<file path="config.mk">
export PLATFORM = sky130hd
export DESIGN_NAME = mem_access_unit
export DESIGN_NICKNAME = d
export VERILOG_FILES = /design/src/rtl/mem_access_unit.sv
export SDC_FILE = /design/constraint.sdc
export NUM_CORES = 1
export LEC_CHECK = 0
export CAP_MARGIN = 10
export CORE_MARGIN = 2
export CORE_UTILIZATION = 47
export DETAILED_ROUTE_END_ITERATION = 7
export PLACE_DENSITY = 0.86
export RECOVER_POWER = 50
export SYNTH_ARGS = -nofsm -noshare
export SYNTH_HDL_FRONTEND = slang
export SYNTH_SLANG_ARGS = --single-unit
</file>
<file path="constraint.sdc">
create_clock -name clk -period 8.5 [get_ports clk]
set_clock_uncertainty 0.05 [all_clocks]
set_input_delay 1.7 -clock clk [delete_from_list [all_inputs] [get_ports clk]]
set_output_delay 1.7 -clock clk [all_outputs]
set_load 0.1 [all_outputs]
</file>
<file path="src/rtl/mem_access_unit.sv">
// Load/store initiator: turns byte/halfword/word requests into aligned word accesses,
// doing read-modify-write for sub-word stores and sign/zero extension for loads.
module mem_access_unit (
  input  logic        clk,
  input  logic        reset,
  input  logic        req_valid,
  output logic        req_ready,
  input  logic        req_write,
  input  logic [1:0]  req_size,
  input  logic        req_signed,
  input  logic [31:0] req_addr,
  input  logic [31:0] req_wdata,
  input  logic [31:0] req_pc,
  output logic        resp_valid,
  output logic [31:0] resp_rdata,
  output logic        resp_err,
  output logic [31:0] mem_addr,
  output logic [31:0] mem_wdata,
  output logic        mem_write,
  output logic        mem_read,
  output logic [31:0] mem_pc,
  input  logic [31:0] mem_rdata
);

  // state    | meaning
  // S_IDLE   | ready for a request
  // S_RD     | load read of the addressed word
  // S_RMW_RD | read half of a sub-word store; merged word built at the edge
  // S_WR     | write of the merged word
  // S_RESP   | one-cycle response pulse
  typedef enum logic [2:0] {S_IDLE, S_RD, S_RMW_RD, S_WR, S_RESP} state_t;

  state_t      r_state, w_next;
  logic [1:0]  r_size;
  logic        r_signed;
  logic [31:0] r_addr;
  logic [31:0] r_wdata;
  logic [31:0] r_pc;
  logic        r_err;
  logic [31:0] r_rdata;

  logic        w_req_err;
  logic        w_accept;
  logic [7:0]  w_byte;
  logic [15:0] w_half;
  logic [31:0] w_load;
  logic [31:0] w_merged;

  assign w_req_err = (req_size == 2'b11) ||
                     ((req_size == 2'b01) && req_addr[0]) ||
                     ((req_size == 2'b10) && (req_addr[1:0] != 2'b00));
  assign w_accept  = req_valid && req_ready;

  always_ff @(posedge clk or posedge reset) begin
    if (reset) r_state <= S_IDLE;
    else       r_state <= w_next;
  end

  always_comb begin
    w_next     = r_state;
    req_ready  = 1'b0;
    mem_read   = 1'b0;
    mem_write  = 1'b0;
    resp_valid = 1'b0;
    case (r_state)
      S_IDLE: begin
        req_ready = 1'b1;
        if (req_valid) begin
          if (w_req_err)              w_next = S_RESP;
          else if (!req_write)        w_next = S_RD;
          else if (req_size == 2'b10) w_next = S_WR;
          else                        w_next = S_RMW_RD;
        end
      end
      S_RD: begin
        mem_read = 1'b1;
        w_next   = S_RESP;
      end
      S_RMW_RD: begin
        mem_read = 1'b1;
        w_next   = S_WR;
      end
      S_WR: begin
        mem_write = 1'b1;
        w_next    = S_RESP;
      end
      S_RESP: begin
        resp_valid = 1'b1;
        w_next     = S_IDLE;
      end
      default: w_next = S_IDLE;
    endcase
  end

  // Little-endian lane extraction and merge on the raw memory word
  always_comb begin
    w_byte   = mem_rdata[{r_addr[1:0], 3'b000} +: 8];
    w_half   = mem_rdata[{r_addr[1], 4'b0000} +: 16];
    case (r_size)
      2'b00:   w_load = {{24{r_signed & w_byte[7]}}, w_byte};
      2'b01:   w_load = {{16{r_signed & w_half[15]}}, w_half};
      default: w_load = mem_rdata;
    endcase
    w_merged = mem_rdata;
    if (r_size == 2'b00) w_merged[{r_addr[1:0], 3'b000} +: 8] = r_wdata[7:0];
    else                 w_merged[{r_addr[1], 4'b0000} +: 16] = r_wdata[15:0];
  end

  always_ff @(posedge clk or posedge reset) begin
    if (reset) begin
      r_size   <= 2'b00;
      r_signed <= 1'b0;
      r_addr   <= 32'h0;
      r_wdata  <= 32'h0;
      r_pc     <= 32'h0;
      r_err    <= 1'b0;
      r_rdata  <= 32'h0;
    end else begin
      if (w_accept) begin
        r_size   <= req_size;
        r_signed <= req_signed;
        r_addr   <= req_addr;
        r_wdata  <= req_wdata;
        r_pc     <= req_pc;
        r_err    <= w_req_err;
      end
      // r_wdata doubles as the merged store word once the old word is read
      if (r_state == S_RMW_RD) r_wdata <= w_merged;
      if (w_next == S_RESP) r_rdata <= (r_state == S_RD) ? w_load : 32'h0;
    end
  end

  assign resp_rdata = r_rdata;
  assign resp_err   = (r_state == S_RESP) && r_err;
  assign mem_addr   = {r_addr[31:2], 2'b00};
  assign mem_wdata  = r_wdata;
  assign mem_pc     = r_pc;

endmodule

</file>
==> results of run 1 <==
sequential cells by signal (all words and copies together) (netlist names):
signal / cells
mem_pc: 32
mem_wdata: 32
r_addr: 32
r_err: 1
r_signed: 1
r_size: 2
r_state: 3
resp_rdata: 32
critical path: cells and delay by family:
family,cells,cell delay (ns)
buffers and inverters,2,3.26
multiplexers,1,0.50
AND/OR/NAND/NOR,1,0.16
AO/OA/AOI/OAI,1,0.40
final timing paths:
| check | startpoint | endpoint | cells past startpoint |
|---|---|---|---|
| min in group asynchronous | reset | mem_pc[27]$_DFFE_PP0P_ | 2 |
| setup / recovery | req_valid | mem_wdata[5]$_DFFE_PP0P_ | 5 |
| hold reg to reg | r_addr[8]$_DFFE_PP0P_ | r_addr[8]$_DFFE_PP0P_ | 2 |
| hold / removal | r_addr[8]$_DFFE_PP0P_ | r_addr[8]$_DFFE_PP0P_ | 2 |
| setup reg to reg | r_state[1]$_DFF_PP0_ | mem_wdata[5]$_DFFE_PP0P_ | 5 |
| max in group asynchronous | reset | resp_rdata[12]$_DFFE_PP0N_ | 3 |
layout make-up:
class / count / area, sq um
diodes: 1 / 2.50
fillers: 1047 / 4140
clock inverters: 11 / 145
clock buffers: 21 / 480
inverters: 9 / 35.0
repair buffers: 271 / 2690
multi-input cells: 490 / 2790
well taps: 180 / 225
flip-flops and latches: 135 / 3380
cell usage after synthesis (2+ instances only):
cell	instances	area, sq um
a21o_1	2	15.0
a21oi_1	41	205
a221o_1	6	60.1
a221oi_1	9	78.8
a22o_1	8	70.1
a22oi_1	11	82.6
a31oi_1	14	87.6
a32o_1	9	90.1
and2_1	4	25.0
buf_1	2	7.51
buf_2	18	90.1
buf_4	32	240
buf_6	2	22.5
clkbuf_1	26	97.6
dfrtp_1	135	3380
ha_1	5	62.6
inv_1	8	30.0
mux2_2	17	191
mux2i_1	9	90.1
nand2_1	228	856
nand2b_1	9	56.3
nor2_1	10	37.5
nor2_2	2	12.5
nor2b_1	5	31.3
nor3_1	15	75.1
o21a_1	8	60.1
o21ai_0	25	125
o22ai_1	8	50.1
o2bb2ai_1	26	228
o32a_1	2	20.0
through the flow:
stage | util, % | instances | instance area [sq um] | hold slack [ns] | setup WS (ns)
5_1_grt | 70.2 | 1117 | 9740 | 0.441 | 2.36
3_5_place_dp | 65.8 | 1085 | 9140 | 0.411 | 4.32
2_1_floorplan | - | 714 | 6660 | 0.391 | 3.04
3_3_place_gp | 65.8 | 1085 | 9140 | 0.405 | 4.32
4_1_cts | 70.3 | 1117 | 9760 | 0.425 | 3.84
6_report | 70.2 | 1118 | 9750 | 0.421 | 2.73
cell families after synthesis:
logic type	count (synthesis)	share of synthesized area, %
compound gates	175	18.9
simple gates	282	17.7
fa+ha+maj	5	0.940
flops	135	50.8
mux	26	4.23
other cells	1	0.0563
buf+inv	89	7.39
routing by layer:
metal / part of all wire (%) / GRT usage (%) / vias to the layer above
met3: 9.7 / 8.95 / 57
met5: 0 / 0 / -
met1: 38 / 35.3 / 3035
met4: 3.8 / 14.5 / 0
met2: 48 / 47.5 / 374
li1: - / - / 2863
==> impl_metrics.yaml, run 1 <==
clocking:
  clock_latency_ns: 0.42
  clkSinkCount: 135
  cts_tree: "built"
  cts_hold_buf: 0
  root_buffer: "clkbuf_16"
  clk_path_buf_depth: 2
  path_clk_slew_ns: 0.06
  cts_resized: 0
  cts_max_level: 4
  numCtsBuffers: 17
  cts_setup_buffers: 0
cells_and_area:
  layout_commonest_cell: "clkdlybuf4s50_1"
  syn_to_final_growth_pct: 46.4
  drive_above_1_share_pct: 6.94
  mostFrequentLayoutCells: "263 x clkdlybuf4s50_1, 228 x nand2_1, 135 x dfrtp_1"
  layout.nets: 1064
yosys:
  synthArstFlopShare_pct: 100
  synth_edf_count: 0
  syn_area_sq_um: 6660
  synth.avg_cell_area_sq_um: 9.34
  synth-main-ff-cell: "dfrtp_1"
  yosysSeqAreaShare_pct: 50.8
  ys_ff_latch: 135
  synth_warnings: 0
  synthDistinctLibCells: 47
  synth_cells: 713
worst_setup_path:
  worstPathCellList: "dlygate4sd3_1, and2_2, clkbuf_1, a21oi_2, mux2_2"
  arrival_ns: 6.03
  critPathSlowestCell: "clkbuf_1"
  critical_path.max_fanout: 86
  cpPeakStageDelay_ns: 2.66
  cp.required_ns: 8.76
  crit_type: "input port to flip-flop"
  ff2ff_setup_slack_ns: 3.84
  end_kind: "flip-flop"
  worstSetupStartpointType: "input port"
global_routing:
  grt_pass1_wl_um: 33200
  antenna_found_initial: 1
  grt_max_degree: 89
  grt_usage_pct: 29.2
  grt-ovfl-total: 0
  grt_pass1_vias: 6123
timing:
  min_period_ns: 5.77
  relSlewSlack_pct: -154
  finalHoldViolations: 0
  final.setup.tns_ns: 0
  rsz0062_at_grt: "no"
  min_period_over_period_pct: 67.9
  max_freq_mhz: 173
  final_max_slew_viol_count: 314
  tightest_slew_ns: 3.81
  setup_viol: 0
placed_design:
  port_buffers: 265
  dp_hpwl_um: 15300
  gp_congestion: 0.914
routing:
  finalWirelength_um: 22000
  ant_nets: 0
  drt-initial-drc-count: 626
  viasPerCell: 5.66
  vias: 6329
  dr.pass1.iters: 5
  avgRoutedWirePerCell_um: 19.7
  drc: 0
floorplan:
  rows: 43
  ioPinCount: 268
  dieArea_sq_um: 15100
  die_x_um: 123
  die_y_um: 123
  start_util_pct: 48.0
  core_region_area_sq_um: 13900
run_status:
  violations: "max-capacitance violations, max-slew violations"
  status: "finished, violations left"
min_path:
  min_path_type: "flip-flop to flip-flop"
run:
  maxCapViolations: 4
Power of run 1 is not shown: default switching activity piles up to over one toggle a cycle in this logic, so the estimate is an artifact.
==> run 2: changes to the inputs <==
CORE_UTILIZATION = 44   (was 47)
PLACE_DENSITY = 0.81   (was 0.86)
clock period = 5.92 ns   (was 8.5 ns; I/O delays follow)
==> impl_metrics.yaml, run 2 (synthesis results as in run 1) <==
run_status:
  status: "finished, violations left"
  violations: "max-capacitance violations, max-slew violations"
global_routing:
  grt-ovfl-total: 0
  grt_pass1_vias: 6169
  grt_max_degree: 98
  antenna_found_initial: 0
  grt_usage_pct: 27.3
  grt_pass1_wl_um: 34500
floorplan:
  ioPinCount: 268
  rows: 44
  start_util_pct: 45.5
  core_region_area_sq_um: 14600
  die_x_um: 127
  die_y_um: 127
  dieArea_sq_um: 16100
cells_and_area:
  drive_above_1_share_pct: 6.83
  mostFrequentLayoutCells: "263 x clkdlybuf4s50_1, 228 x nand2_1, 135 x dfrtp_1"
  n_antenna_cell: 0
  finish.utilization_pct: 66.4
  layout_commonest_cell: "clkdlybuf4s50_1"
  fill_cells: 1160
  syn_to_final_growth_pct: 46.1
  layout.nets: 1064
worst_setup_path:
  arrival_ns: 4.74
  worstPathCellList: "dlygate4sd3_1, or4b_1, nor3_4, nor2_2, buf_4, o2bb2ai_1"
  cp.required_ns: 6.20
  critPathSlowestCell: "or4b_1"
  critical_path.max_fanout: 88
  cpPeakStageDelay_ns: 2.30
  worstSetupStartpointType: "input port"
  crit_type: "input port to flip-flop"
  end_kind: "flip-flop"
routing:
  dr.pass1.iters: 6
  vias: 6222
  viasPerCell: 5.55
  finalWirelength_um: 21700
  drc: 0
  ant_nets: 0
  drt-initial-drc-count: 534
  avgRoutedWirePerCell_um: 19.4
timing:
  max_freq_mhz: 224
  min_period_ns: 4.46
  final.setup.tns_ns: 0
  finalHoldViolations: 0
  rsz0062_at_grt: "no"
  final_max_slew_viol_count: 165
  tightest_slew_ns: 3.10
  min_period_over_period_pct: 75.4
  holdWs_ns: 0.419
  relSlewSlack_pct: -107
  setup_viol: 0
clocking:
  cts_resized: 0
  cts_setup_buffers: 0
  clkSinkCount: 135
  numCtsBuffers: 17
  clock_latency_ns: 0.41
  root_buffer: "clkbuf_16"
  cts_max_level: 4
  cts_tree: "built"
  cts_hold_buf: 0
  clk_path_buf_depth: 2
  path_clk_slew_ns: 0.06
placed_design:
  port_buffers: 265
  dp_hpwl_um: 15400
  gp_congestion: 0.915
run:
  maxCapViolations: 3
min_path:
  min_path_type: "flip-flop to flip-flop"
-- run 2: path summary, 6_finish.rpt --
kind	start	end	slack [ns]	depth (start not counted)
worst max-delay path	req_valid	resp_rdata[1]$_DFFE_PP0N_	1.46	6
worst min-delay path	r_addr[26]$_DFFE_PP0P_	r_addr[26]$_DFFE_PP0P_	0.42	2
worst min register to register	r_addr[26]$_DFFE_PP0P_	r_addr[26]$_DFFE_PP0P_	0.42	2
min in group asynchronous	reset	mem_pc[16]$_DFFE_PP0P_	1.43	2
max in group asynchronous	reset	resp_rdata[8]$_DFFE_PP0N_	1.98	3
worst max register to register	r_state[1]$_DFF_PP0_	resp_rdata[1]$_DFFE_PP0N_	2.31	5
-- run 2: stage by stage --
step / cells / setup WS [ns] / cell area (sq um)
floorplan: 714 / 0.976 / 6660
global placement: 1089 / 2.23 / 9140
detailed placement: 1089 / 2.23 / 9140
CTS: 1121 / 1.78 / 9740
global route: 1121 / 1.10 / 9730
finish: 1121 / 1.46 / 9730
-- run 2: final cells by class --
type                    count  area, sq um  share of cell area, %
flip-flops and latches    135         3380                   34.7
multi-input cells         490         2790                   28.6
repair buffers            271         2690                   27.7
clock buffers              19          453                   4.66
well taps                 184          230                   2.37
clock inverters            13          146                   1.51
inverters                   9         38.8                  0.399
-- run 2: routing by layer --
metal | vias up | GRT usage [%] | wire, um
li1 | 2859 | - | -
met1 | 2978 | 35.6 | 9010
met2 | 327 | 44.2 | 10300
met3 | 58 | 6.41 | 1690
met4 | 0 | 11.5 | 798
met5 | - | 0 | 0
-- run 2: worst max-delay path, delay by kind of cell --
family | cells | cell delay [ns]
buffers and inverters | 2 | 0.96
AOI/OAI and AO/OA | 1 | 0.18
and+or+nand+nor | 3 | 2.40
Power of run 2 is left out for the same reason.
